<file path="config.mk">
export PLATFORM = sky130hd
export DESIGN_NAME = mips_dmem_responder
export DESIGN_NICKNAME = d
export VERILOG_FILES = /design/src/rtl/mips_dmem_responder.sv
export SDC_FILE = /design/constraint.sdc
export NUM_CORES = 2
export LEC_CHECK = 0
export CORE_UTILIZATION = 34
export DETAILED_ROUTE_END_ITERATION = 10
export GPL_ROUTABILITY_DRIVEN = 0
export HOLD_SLACK_MARGIN = 0.1
export PLACE_DENSITY = 0.53
export SYNTH_ARGS = -nofsm -noshare
export SYNTH_HDL_FRONTEND = slang
export SYNTH_SLANG_ARGS = --single-unit
</file>
<file path="constraint.sdc">
create_clock -name clk -period 5.45 [get_ports clk]
set_input_delay 0.545 -clock clk [delete_from_list [all_inputs] [get_ports clk]]
set_output_delay 0.545 -clock clk [all_outputs]
set_load 0.005 [all_outputs]
</file>
<file path="src/rtl/mips_dmem_responder.sv">
// Wait-stated data-memory responder for a MIPS core, with a FIFO log of committed stores.
// One access is in flight at a time: IDLE latches the request, WAIT stalls, RESP strobes ready.
module mips_dmem_responder #(
  parameter int unsigned DEPTH_WORDS = 64,
  parameter int unsigned WAIT_CYCLES = 1,
  parameter int unsigned LOG_DEPTH   = 4
) (
  input  logic        clk,
  input  logic        reset,
  input  logic        req,
  input  logic        memwrite,
  input  logic [31:0] addr,
  input  logic [31:0] wdata,
  output logic        ready,
  output logic [31:0] rdata,
  output logic        err,
  input  logic        log_pop,
  output logic        log_valid,
  output logic [31:0] log_addr,
  output logic [31:0] log_data,
  output logic        log_overflow
);

  localparam int unsigned IDX_W     = (DEPTH_WORDS > 1) ? $clog2(DEPTH_WORDS) : 1;
  localparam int unsigned PTR_W     = (LOG_DEPTH > 1) ? $clog2(LOG_DEPTH) : 1;
  localparam int unsigned CNT_W     = PTR_W + 1;
  localparam int unsigned LOG_SLOTS = 1 << PTR_W;
  localparam int unsigned WCNT_W    = 4;

  typedef enum logic [1:0] {IDLE, WAIT, RESP} state_e;

  state_e              state_q, state_d;
  logic [WCNT_W-1:0]   wcnt_q, wcnt_d;
  logic [31:0]         addr_q, addr_d;
  logic [31:0]         wdata_q, wdata_d;
  logic                we_q, we_d;
  logic                ready_q, ready_d;
  logic                err_q, err_d;
  logic [31:0]         rdata_q, rdata_d;
  logic [PTR_W-1:0]    wr_ptr_q, wr_ptr_d;
  logic [PTR_W-1:0]    rd_ptr_q, rd_ptr_d;
  logic [CNT_W-1:0]    cnt_q, cnt_d;
  logic                ovf_q, ovf_d;

  logic [31:0]         mem_q [DEPTH_WORDS];
  logic [31:0]         log_addr_mem_q [LOG_SLOTS];
  logic [31:0]         log_data_mem_q [LOG_SLOTS];

  logic                commit_c;
  logic [31:0]         acc_addr_c;
  logic [31:0]         acc_wdata_c;
  logic                acc_we_c;
  logic                hit_c;
  logic [IDX_W-1:0]    acc_idx_c;
  logic [31:0]         rd_word_c;
  logic                push_c;
  logic                pop_c;
  logic                full_c;
  logic                push_ok_c;

  // With zero wait states the access commits on the same edge it is requested,
  // so the committing operands come straight from the ports in IDLE.
  assign acc_addr_c  = (state_q == IDLE) ? addr     : addr_q;
  assign acc_wdata_c = (state_q == IDLE) ? wdata    : wdata_q;
  assign acc_we_c    = (state_q == IDLE) ? memwrite : we_q;
  assign hit_c       = (acc_addr_c[1:0] == 2'b00) && (acc_addr_c[31:2] < 30'(DEPTH_WORDS));
  assign acc_idx_c   = acc_addr_c[IDX_W+1:2];
  assign rd_word_c   = mem_q[acc_idx_c];

  assign push_c    = commit_c && hit_c && acc_we_c;
  assign pop_c     = log_pop && (cnt_q != '0);
  assign full_c    = (cnt_q == CNT_W'(LOG_DEPTH));
  assign push_ok_c = push_c && (!full_c || pop_c);

  // Next-state and datapath update
  always_comb begin
    state_d  = state_q;
    wcnt_d   = wcnt_q;
    addr_d   = addr_q;
    wdata_d  = wdata_q;
    we_d     = we_q;
    commit_c = 1'b0;
    case (state_q)
      IDLE: begin
        if (req) begin
          addr_d  = addr;
          wdata_d = wdata;
          we_d    = memwrite;
          if (WAIT_CYCLES == 0) begin
            state_d  = RESP;
            commit_c = 1'b1;
          end else begin
            state_d = WAIT;
            wcnt_d  = WCNT_W'(1);
          end
        end
      end
      WAIT: begin
        if (wcnt_q >= WCNT_W'(WAIT_CYCLES)) begin
          state_d  = RESP;
          commit_c = 1'b1;
          wcnt_d   = '0;
        end else begin
          wcnt_d = wcnt_q + WCNT_W'(1);
        end
      end
      RESP:    state_d = IDLE;
      default: state_d = IDLE;
    endcase

    ready_d = commit_c;
    err_d   = err_q;
    rdata_d = rdata_q;
    if (commit_c) begin
      err_d   = !hit_c;
      rdata_d = !hit_c ? 32'd0 : (acc_we_c ? acc_wdata_c : rd_word_c);
    end

    wr_ptr_d = push_ok_c ? (wr_ptr_q + PTR_W'(1)) : wr_ptr_q;
    rd_ptr_d = pop_c ? (rd_ptr_q + PTR_W'(1)) : rd_ptr_q;
    cnt_d    = cnt_q + CNT_W'(push_ok_c) - CNT_W'(pop_c);
    ovf_d    = ovf_q || (push_c && full_c && !pop_c);
  end

  always_ff @(posedge clk or negedge reset) begin
    if (!reset) begin
      state_q  <= IDLE;
      wcnt_q   <= '0;
      addr_q   <= '0;
      wdata_q  <= '0;
      we_q     <= 1'b0;
      ready_q  <= 1'b0;
      err_q    <= 1'b0;
      rdata_q  <= '0;
      wr_ptr_q <= '0;
      rd_ptr_q <= '0;
      cnt_q    <= '0;
      ovf_q    <= 1'b0;
    end else begin
      state_q  <= state_d;
      wcnt_q   <= wcnt_d;
      addr_q   <= addr_d;
      wdata_q  <= wdata_d;
      we_q     <= we_d;
      ready_q  <= ready_d;
      err_q    <= err_d;
      rdata_q  <= rdata_d;
      wr_ptr_q <= wr_ptr_d;
      rd_ptr_q <= rd_ptr_d;
      cnt_q    <= cnt_d;
      ovf_q    <= ovf_d;
    end
  end

  // Storage arrays keep their contents through reset; writes are blocked while reset is low.
  always_ff @(posedge clk) begin
    if (reset && push_c) begin
      mem_q[acc_idx_c] <= acc_wdata_c;
    end
    if (reset && push_ok_c) begin
      log_addr_mem_q[wr_ptr_q] <= acc_addr_c;
      log_data_mem_q[wr_ptr_q] <= acc_wdata_c;
    end
  end

  assign ready        = ready_q;
  assign err          = err_q;
  assign rdata        = rdata_q;
  assign log_valid    = (cnt_q != '0);
  assign log_addr     = log_valid ? log_addr_mem_q[rd_ptr_q] : 32'd0;
  assign log_data     = log_valid ? log_data_mem_q[rd_ptr_q] : 32'd0;
  assign log_overflow = ovf_q;

endmodule

</file>
==> metrics.txt <==
die width 522 µm; Final Skew 0.0528 ns; CTS resizes 0; worst hold slack 0.296 ns; initial antenna violation count 26; CP max FO 106; R2R cell count 11; Slew Limit Headroom 0.163; Initial Util 0.342; cell count after placement 9512; async set-reset flop share out of synthesis 0.0468; grt ovf 0; worst r2r src state_q[0]; Worst Path Arrival 5.36 ns; Worst-path clk slew 0.06 ns; CTS tree done; met1 usage 0.315; Syn Nets 5927; hold depth 2; Synth Flop Type edfxtp_1; post-DR wirelength/cell 31.1 µm; Cell Pwr Density 563 nW/µm²; LEAKAGE 34.9 nW; Max clock buf depth 4; clk_lat worst skew 0.94 ns; CP Launch Type flip-flop; I/O Pins 169; Syn Area/Cell 15.7 µm²; worst reg-to-reg setup slack 0.92 ns; Nets 6321; final count of hold timing violations 0; post-DP HPWL 181000 µm; CTS Sinks 2417; fin cells 9995; Req. time, crit path 6.29 ns; H-Tree Depth 5; CP endpoint kind flip-flop; Yosys Warn Count 0; Fmax achieved 221 MHz; Via density 5.76; synth-to-layout area growth 18.2%; vias in the first global route 54800; PortBufs 168; Final Power 61.1 mW; drt first pass iters 6; row count 190; worst-margin pin slew 1.25 ns; Syn Std Cell Area 91800 µm²; Worst Hold Class input port to flip-flop; Num CTS Buffers 277; grt peak-use layer met2; die area 272000 µm²; Hold EP wdata_q[28]; Post-DRT Antenna Nets 0; DR iter-0 viols 7387; via count 57600; root buffer cell clkbuf_16; core area 268000 µm²; Die Span Y 522 µm; Mapped Cells 5848; WS Path Type flip-flop to flip-flop; hold path start wdata[28]; Final Setup Violations 0; peak supply drop 0.582 mV; period utilisation layout 0.831; gr usage total 0.224; Post-Route WL 311000 µm; max_cap viols 0; fin. max-slew vios 0; share of cells above drive strength 1 0.144; met2 Use GR 0.352; fin crit period 4.53 ns; sequential fraction of the synthesis area 0.785; first-pass GRT wire length 433000 µm; status completed; unrepaired setup endpoints after global routing false; r2r endpoint rdata[22]; Post-synth EDFFs 2304; Sum Neg Setup Slack 0 ns; Netlist cell types 75; DR DRC count 0; largest net degree at the start of global routing 113; met3 Track Usage GR 0.0466; Yosys reg bits 2417
worst max-delay path: stages (launching register included):
cell,delay (ns)
dfrtp_1,0.53
nor2_4,0.76
a21oi_4,0.29
inv_16,0.51
buf_4,0.50
buf_4,0.25
nand2_1,0.07
nand3_1,0.07
o221ai_1,0.12
o31ai_1,0.67
nand3_1,0.34
o21ai_0,0.26
timing repair:
action,in CTS,in global routing
setup buffers,0,0
hold endpoints to repair,82,0
hold buffers,3,0
cell families (layout without fill, tap and decap cells):
| logic type | after synthesis | after routing | synth area share |
|---|---|---|---|
| adders and majority gates | 10 | 10 | 0.00145 |
| other | 0 | 13 | 0 |
| xor gates and xnor gates | 5 | 5 | 0.000477 |
| AOI/OAI and AO/OA | 1281 | 1281 | 0.0913 |
| buffers and inverters | 379 | 961 | 0.0188 |
| DFF | 2417 | 2417 | 0.785 |
| muxes | 176 | 176 | 0.0288 |
| and+or+nand+nor | 1580 | 1580 | 0.0745 |
per-layer routing:
metal / vias up / wire length (µm) / share of wire
met4: 20 / 8420 / 0.027
met3: 508 / 30400 / 0.098
li1: 23900 / - / -
met2: 3104 / 142000 / 0.46
met5: - / 119 / 0.00038
met1: 30100 / 130000 / 0.42
per-stage QoR:
stage                     instance area (µm²)  setup WS [ns]  utilization
after floorplan                         91800           1.39            -
after global placement                 100000          0.765        0.373
after detailed placement               100000          0.728        0.373
after CTS                              108000           1.02        0.404
after global routing                   108000          0.853        0.404
final                                  108000          0.924        0.404
flip-flops by register name, indices dropped and copies added, names as in the netlist, 2 cells and up:
| signal | cells |
|---|---|
| mem_q | 2048 |
| log_addr_mem_q | 128 |
| log_data_mem_q | 128 |
| addr_q | 32 |
| rdata | 32 |
| wdata_q | 32 |
| wcnt_q | 4 |
| cnt_q | 3 |
| rd_ptr_q | 2 |
| state_q | 2 |
| wr_ptr_q | 2 |
cell usage after synthesis, types with 64 or more instances:
library cell  instances  share of area
dfrtp_1             113          0.031
edfxtp_1           2304           0.75
o22ai_1             440          0.030
nor2_1              266          0.011
and2_1               73         0.0050
clkbuf_1            110         0.0045
mux4_2               64          0.016
nand2_1             874          0.036
a21oi_1             308          0.017
a31oi_1              64         0.0044
buf_1                64         0.0026
nand3_1             139         0.0076
nor4_1               79         0.0054
buf_2               164         0.0089
mux2_2               67         0.0082
o21ai_0              81         0.0044
a32oi_1             107          0.010
nor3_1               69         0.0038
how the worst max path moves through the flow:
stage / from / to / slack [ns] / cells after the start
after floorplan: addr[3] / mem_q[11][0] / 1.39 / 7
after global placement: addr[3] / rdata[11] / 0.77 / 9
after detailed placement: addr[4] / rdata[11] / 0.73 / 9
after CTS: state_q[0] / rdata[22] / 1.02 / 11
after global routing: state_q[0] / rdata[22] / 0.85 / 11
final: state_q[0] / rdata[22] / 0.92 / 11
where the power goes:
group | internal (mW) | switching, mW | leakage (nW)
logic | 5.01 | 14.3 | 8.65
clock network | 10.2 | 7.27 | 4.03
registers | 24.0 | 0.372 | 22.2
total | 39.2 | 21.9 | 34.9
final cells by class:
class / count / area [µm²]
multi-input combinational: 3052 / 18700
inverter: 20 / 91.3
clock buffer: 354 / 7360
antenna: 13 / 32.5
tap: 3552 / 4440
timing repair buffer: 474 / 4880
fill: 24300 / 160000
clock inverter: 113 / 900
sequential: 2417 / 72000
cells in the final DEF, fill, tap and decap left out, types with 24 or more instances in the layout:
cell             Yosys  routed
edfxtp_1          2304    2304
nand2_1            874     840
o22ai_1            440     440
a21oi_1            308     308
clkbuf_16            0     280
buf_4               17     232
nor2_1             266     201
clkdlybuf4s50_1      0     167
nand3_1            139     139
dfrtp_1            113     111
a32oi_1            107     107
o21ai_0             81      81
nor4_1              79      79
buf_12               0      71
nor3_1              69      69
and2_1              73      68
nor2_4               1      66
mux2_2              67      66
clkbuf_1           110      66
mux4_2              64      64
a31oi_1             64      64
clkinv_1             0      54
o221ai_1            50      50
a211oi_1            48      48
mux2i_1             45      43
a22oi_1             41      37
nand2_2              0      33
clkinv_2             0      32
or4_1               24      24
Note: power is estimated with default switching activity, not from simulation.
